$ cat src/rtl/rv_regfile_pkg.sv
// Shared types and helpers for the multi-port integer register file.
// Parity support is compiled in with RV_REGFILE_PARITY_EN.
package rv_regfile_pkg;

    localparam int REG_ADDR_W = 5;

    typedef logic [REG_ADDR_W-1:0] reg_addr_t;

    typedef enum logic {
        RF_CLEAR = 1'b0,
        RF_RUN   = 1'b1
    } regfile_state_t;

    // Callers size-cast narrower words to 64 bits; zero extension leaves parity unchanged.
    function automatic logic even_parity(input logic [63:0] d);
        return ^d;
    endfunction

    function automatic logic addr_valid(input reg_addr_t a, input int nregs);
        return (a != '0) && (int'(a) < nregs);
    endfunction

endpackage

$ cat src/rtl/rv_regfile_rdport.sv
// One read port: address decode, write bypass, output register and optional parity check.
// RV_REGFILE_PARITY_EN adds the sticky o_parity_err output.
module rv_regfile_rdport
    import rv_regfile_pkg::*;
#(
    parameter int XLEN   = 32,
    parameter int NREGS  = 32,
    parameter int NUM_WR = 1,
    parameter int MW     = XLEN
) (
    input  logic                       i_clk,
    input  logic                       i_reset_n,
    input  logic                       i_run,
    input  reg_addr_t                  i_rs,
    input  logic                       i_rd_en,
    input  logic [MW-1:0]              i_rd_word,
    input  logic [NUM_WR-1:0]          i_wr_ok,
    input  logic [NUM_WR*REG_ADDR_W-1:0] i_wr_addr,
    input  logic [NUM_WR*MW-1:0]       i_wr_word,
    output logic [XLEN-1:0]            o_data,
    output logic                       o_wr_hit
`ifdef RV_REGFILE_PARITY_EN
    ,
    output logic                       o_parity_err
`endif
);

    logic [MW-1:0]   sel_word;
    logic [XLEN-1:0] data_reg;

    // Later write ports override earlier ones so the highest-index writer wins.
    always_comb begin
        sel_word = addr_valid(i_rs, NREGS) ? i_rd_word : '0;
        o_wr_hit = 1'b0;
        for (int w = 0; w < NUM_WR; w++) begin
            if (i_wr_ok[w] && (i_wr_addr[w*REG_ADDR_W +: REG_ADDR_W] == i_rs)) begin
                sel_word = i_wr_word[w*MW +: MW];
                o_wr_hit = 1'b1;
            end
        end
    end

    always_ff @(posedge i_clk) begin
        if (!i_reset_n) begin
            data_reg <= '0;
        end else if (i_run && i_rd_en) begin
            data_reg <= sel_word[XLEN-1:0];
        end
    end

    assign o_data = data_reg;

`ifdef RV_REGFILE_PARITY_EN
    logic parity_err_reg;

    always_ff @(posedge i_clk) begin
        if (!i_reset_n) begin
            parity_err_reg <= 1'b0;
        end else if (i_run && i_rd_en &&
                     (sel_word[XLEN] != even_parity(64'(sel_word[XLEN-1:0])))) begin
            parity_err_reg <= 1'b1;
        end
    end

    assign o_parity_err = parity_err_reg;
`endif

endmodule

$ cat src/rtl/rv_regfile_mp.sv
// Multi-port RISC-V integer register file with clear sequencer, bypass and busy scoreboard.
// Define RV_REGFILE_PARITY_EN to store a parity bit per register and expose o_parity_err.
module rv_regfile_mp
    import rv_regfile_pkg::*;
#(
    parameter int XLEN   = 32,
    parameter int NREGS  = 32,
    parameter int NUM_RD = 2,
    parameter int NUM_WR = 1
) (
    input  logic                         i_clk,
    input  logic                         i_reset_n,
    input  logic [NUM_RD*REG_ADDR_W-1:0] i_rs,
    input  logic [NUM_RD-1:0]            i_rd_en,
    output logic [NUM_RD*XLEN-1:0]       o_data,
    output logic [NUM_RD-1:0]            o_rs_busy,
    input  logic [NUM_WR-1:0]            i_wr_en,
    input  logic [NUM_WR*REG_ADDR_W-1:0] i_wr_addr,
    input  logic [NUM_WR*XLEN-1:0]       i_wr_data,
    input  logic                         i_busy_set,
    input  reg_addr_t                    i_busy_addr,
    output logic                         o_ready
`ifdef RV_REGFILE_PARITY_EN
    ,
    output logic                         o_parity_err
`endif
);

    localparam int AW = $clog2(NREGS);
`ifdef RV_REGFILE_PARITY_EN
    localparam int MW = XLEN + 1;
`else
    localparam int MW = XLEN;
`endif

    regfile_state_t state_reg, state_next;
    logic [AW-1:0]  clr_cnt_reg, clr_cnt_next;
    logic [NREGS-1:0] busy_reg, busy_next;
    logic [MW-1:0]  mem_reg [NREGS];
    logic           run;
    logic [NUM_WR-1:0]    wr_ok;
    logic [NUM_WR*MW-1:0] wr_word;
    logic [NUM_RD-1:0]    rd_hit;
    logic [NUM_RD-1:0]    port_err;

    assign run     = (state_reg == RF_RUN);
    assign o_ready = run;

    always_comb begin
        state_next   = state_reg;
        clr_cnt_next = clr_cnt_reg;
        if (state_reg == RF_CLEAR) begin
            clr_cnt_next = clr_cnt_reg + 1'b1;
            if (clr_cnt_reg == AW'(NREGS - 1)) begin
                state_next = RF_RUN;
            end
        end
    end

    always_ff @(posedge i_clk) begin
        if (!i_reset_n) begin
            state_reg   <= RF_CLEAR;
            clr_cnt_reg <= AW'(1);
            busy_reg    <= '0;
        end else begin
            state_reg   <= state_next;
            clr_cnt_reg <= clr_cnt_next;
            busy_reg    <= busy_next;
        end
    end

    genvar gi;
    generate
        for (gi = 0; gi < NUM_WR; gi++) begin : g_wr
            assign wr_ok[gi] = run & i_wr_en[gi] &
                               addr_valid(i_wr_addr[gi*REG_ADDR_W +: REG_ADDR_W], NREGS);
`ifdef RV_REGFILE_PARITY_EN
            assign wr_word[gi*MW +: MW] = {even_parity(64'(i_wr_data[gi*XLEN +: XLEN])),
                                           i_wr_data[gi*XLEN +: XLEN]};
`else
            assign wr_word[gi*MW +: MW] = i_wr_data[gi*XLEN +: XLEN];
`endif
        end
    endgenerate

    // No reset on the array: the sequencer zeroes x1..xN-1 after every reset.
    always_ff @(posedge i_clk) begin
        if (state_reg == RF_CLEAR) begin
            mem_reg[clr_cnt_reg] <= '0;
        end else begin
            for (int w = 0; w < NUM_WR; w++) begin
                if (wr_ok[w]) begin
                    mem_reg[i_wr_addr[w*REG_ADDR_W +: AW]] <= wr_word[w*MW +: MW];
                end
            end
        end
    end

    // Set is applied after the clears so a new producer supersedes a same-cycle writeback.
    always_comb begin
        busy_next = busy_reg;
        if (run) begin
            for (int w = 0; w < NUM_WR; w++) begin
                if (wr_ok[w]) begin
                    busy_next[i_wr_addr[w*REG_ADDR_W +: AW]] = 1'b0;
                end
            end
            if (i_busy_set && addr_valid(i_busy_addr, NREGS)) begin
                busy_next[i_busy_addr[AW-1:0]] = 1'b1;
            end
        end
        busy_next[0] = 1'b0;
    end

    generate
        for (gi = 0; gi < NUM_RD; gi++) begin : g_rd
            rv_regfile_rdport #(
                .XLEN   (XLEN),
                .NREGS  (NREGS),
                .NUM_WR (NUM_WR),
                .MW     (MW)
            ) u_rdport (
                .i_clk        (i_clk),
                .i_reset_n    (i_reset_n),
                .i_run        (run),
                .i_rs         (i_rs[gi*REG_ADDR_W +: REG_ADDR_W]),
                .i_rd_en      (i_rd_en[gi]),
                .i_rd_word    (mem_reg[i_rs[gi*REG_ADDR_W +: AW]]),
                .i_wr_ok      (wr_ok),
                .i_wr_addr    (i_wr_addr),
                .i_wr_word    (wr_word),
                .o_data       (o_data[gi*XLEN +: XLEN]),
                .o_wr_hit     (rd_hit[gi])
`ifdef RV_REGFILE_PARITY_EN
                ,
                .o_parity_err (port_err[gi])
`endif
            );
`ifndef RV_REGFILE_PARITY_EN
            assign port_err[gi] = 1'b0;
`endif
            assign o_rs_busy[gi] = run &
                                   addr_valid(i_rs[gi*REG_ADDR_W +: REG_ADDR_W], NREGS) &
                                   busy_reg[i_rs[gi*REG_ADDR_W +: AW]] & ~rd_hit[gi];
        end
    endgenerate

`ifdef RV_REGFILE_PARITY_EN
    assign o_parity_err = |port_err;
`else
    logic unused_err;
    assign unused_err = |port_err;
`endif

endmodule

$ cat config.mk
export PLATFORM = sky130hd
export DESIGN_NAME = rv_regfile_mp
export DESIGN_NICKNAME = d
export VERILOG_FILES = /design/src/rtl/rv_regfile_pkg.sv /design/src/rtl/rv_regfile_rdport.sv /design/src/rtl/rv_regfile_mp.sv
export SDC_FILE = /design/constraint.sdc
export NUM_CORES = 1
export LEC_CHECK = 0
export BUFFER_PORTS_ARGS = -buffer_cell sky130_fd_sc_hd__buf_2
export CORE_ASPECT_RATIO = 1.1
export CORE_MARGIN = 2
export CORE_UTILIZATION = 30
export DETAILED_ROUTE_END_ITERATION = 12
export PLACE_DENSITY = 0.44
export SLEW_MARGIN = 20
export SYNTH_ARGS = -nofsm -noshare
export SYNTH_HDL_FRONTEND = slang
export SYNTH_SLANG_ARGS = --single-unit
$ cat constraint.sdc
create_clock -name i_clk -period 8.2 [get_ports i_clk]
set_clock_uncertainty 0.2 [all_clocks]
set_input_delay 1.23 -clock i_clk [delete_from_list [all_inputs] [get_ports i_clk]]
set_output_delay 1.23 -clock i_clk [all_outputs]
set_load 0.01 [all_outputs]
==> flow_summary_export.csv <==
group,metric,value,unit
run_status,status,"complete, no violations",
drt,via_per_inst,5.92,
drt,drtAntennaViolNets,0,
worst_setup_path,r2r_cells,7,
logic_synthesis,yosysWarnings,0,
logic_synthesis,synth_edf_count,1024,
worst_setup_path,required,6.77,ns
hold_path,hp-class,"flip-flop to flip-flop",
job,maxCapViolations,0,
sta,period_minus_slack,5.14,ns
clocking,insertion_delay,0.78,ns
logic_synthesis,ys_ff_latch,1125,
place,globalplace.congestion,0.808,
floorplanning,design.die.area,0.179,sq mm
clocking,clock_path_buffers,3,
clocking,cts_tree,"built",
grt,grtUsageTotal,22.0,%
sta,slew_headroom,13.8,%
sta,finalCritPeriodShare,62.7,%
logic_synthesis,synth_area_leaders,"edfxtp_1, mux4_2, mux2i_1, dfxtp_1, a21oi_1",
sta,hold_viol,0,
layout,final_nets,3172,
worst_setup_path,crit_fanout,25,
power,power,13.1,mW
worst_setup_path,critPathKind,"primary input to primary output",
worst_setup_path,cp-endpoint,"o_rs_busy[1]",
floorplanning,die_x,403,microns
drt,post-route-drc-count,0,
sta,finalSetupViolCount,0,
layout,largest_reg_flops,1024,
logic_synthesis,synth_area,0.0525,sq mm
layout,final_util,34.6,%
floorplanning,core_area,0.174,sq mm
worst_setup_path,r2r_end,"mem_reg[24][26]",
layout,area_growth,14.9,%
sta,worst_pin_slew,1.26,ns
drt,routed_wirelength,199000,microns
logic_synthesis,yosysMostFrequentCell,"edfxtp_1",
power,leakagePower,20.3,nW
logic_synthesis,syn_inst,2997,
floorplanning,die_y,443,microns
drt,wl_per_cell,36.1,microns
clocking,cts_hold_buf,0,
sta,max_freq,195,MHz
logic_synthesis,synth-seq-area-share,62.4,%
drt,firstDrtPassIters,5,
floorplanning,fp-row-count,161,
worst_setup_path,worst-r2r-setup-slack,4.29,ns
clocking,cts_max_level,4,
layout,layout-drive-gt1-share,30.7,%
floorplanning,io_pins,125,
grt,gr-total-overflow,0,
worst_setup_path,end_kind,"primary output",
grt,grt_max_degree,115,
worst_setup_path,worstSetupStartpoint,"i_rs[8]",
place,place.detailed.hpwl,118000,microns
worst_setup_path,r2r-start,"o_ready",
sta,setup_tns,0,ns
logic_synthesis,synth.distinct_cells,61,
drt,vias,32584,
logic_synthesis,synth_top_area_share,58.5,%
logic_synthesis,synth_area_leader_cell,"edfxtp_1",
sta,fin_hold_ws,0.308,ns
layout,fillCellCount,16561,
sta,rsz0062_at_grt,"false",
sta,slew_viol_final,0,
worst_setup_path,crit_arrival,3.71,ns
worst_setup_path,start_kind,"primary input",
hold_path,hold_path_depth,2,
logic_synthesis,synth_nets,3057,
clocking,cts.sinks,1125,
logic_synthesis,syn_avg_cell_area,17.5,sq um
place,port_buffers,124,
logic_synthesis,netlist_top_cells_count,"edfxtp_1, mux4_2, mux2i_1",
logic_synthesis,synth_ff_type,"edfxtp_1",
drt,drt_iter0_drc,3527,
floorplanning,start_util,30.1,%
logic_synthesis,async_flop_share,0,%
clocking,cts_buffers,134,
grt,grt_pass1_wl,275000,microns
grt,first_global_vias,33387,
clocking,cts.clk_slew.worst_paths,0.06,ns
power,power.density,217,mW/mm^2
clocking,cts_resized,0,
clocking,postCtsSetupRepairBufs,0,
grt,antenna_found_initial,17,
clocking,root_buffer,"clkbuf_16",
power,ir_drop,217,uV
## worst min-delay path by stage
stage	startpoint	end	slack (ns)
after floorplan	busy_reg[5]	busy_reg[5]	0.26
after global placement	busy_reg[20]	busy_reg[20]	0.29
after detailed placement	busy_reg[20]	busy_reg[20]	0.29
after CTS	busy_reg[22]	busy_reg[22]	0.30
after global routing	busy_reg[22]	busy_reg[22]	0.33
final	busy_reg[5]	busy_reg[5]	0.31
## per-stage QoR
| stage | instances | setup WS, ns | instance area (sq um) |
|---|---|---|---|
| 2_1_floorplan | 2997 | 3.74 | 52500 |
| 3_3_place_gp | 5253 | 2.88 | 55900 |
| 3_5_place_dp | 5254 | 2.92 | 56000 |
| 4_1_cts | 5500 | 3.06 | 60300 |
| 5_1_grt | 5505 | 2.99 | 60400 |
| 6_report | 5508 | 3.06 | 60400 |
## power by group
part	switching [mW]	internal (mW)
Combinational	0.603	0.321
Sequential	0.0391	6.26
Clock	2.51	3.38
## cell families (layout without fill, tap and decap cells)
kind of cell / after synthesis / count (layout) / synth area share (%)
AOI/OAI and AO/OA: 582 / 582 / 7.46
and+or+nand+nor: 291 / 291 / 3.00
buffers and inverters: 252 / 477 / 2.49
adders and majority gates: 2 / 2 / 0.0476
xor gates and xnor gates: 12 / 12 / 0.200
other: 0 / 4 / 0
DFF: 1125 / 1125 / 62.4
muxes: 733 / 733 / 24.4
## cell type report
class | count | area [sq um] | area share, %
diodes | 4 | 10.0 | 0.0166
clock buffers | 173 | 3600 | 5.97
clock inverters | 73 | 702 | 1.16
inverters | 7 | 26.3 | 0.0435
multi-input cells | 1620 | 18800 | 31.2
flip-flops and latches | 1125 | 32800 | 54.3
well taps | 2282 | 2860 | 4.73
repair buffers | 224 | 1560 | 2.59
## cell usage in the layout (no fill, tap or decap), types with 28 or more instances in the layout
cell,synthesis,routed
mux4_2,434,434
nand2_1,49,48
buf_2,80,117
a211oi_1,47,47
o21ai_0,101,100
mux2_2,54,54
nor2_1,64,29
a221oi_1,53,53
a21boi_0,30,30
buf_4,34,90
a21oi_1,142,138
mux2i_1,245,245
clkbuf_1,102,28
dfxtp_1,101,101
edfxtp_1,1024,1024
nor2b_1,62,58
o22ai_1,46,46
nor2_4,0,34
clkbuf_16,0,134
o221ai_1,35,35
a22o_1,34,34
## per-layer routing
metal,part of all wire (%),up-vias,global-route usage (%)
met2,47,1554,34.7
met3,7.6,315,4.79
met5,0.010,-,0
li1,-,12917,-
met1,43,17796,30.2
met4,2.9,2,7.07
## critical path: stages
cell     delay [ns]
buf_2          0.10
buf_4          0.27
nor2_4         0.14
nor4b_4        0.55
buf_4          0.32
or2_4          0.69
nor4b_1        0.17
buf_2          0.20
No activity file was read; power rests on OpenSTA's default activity.
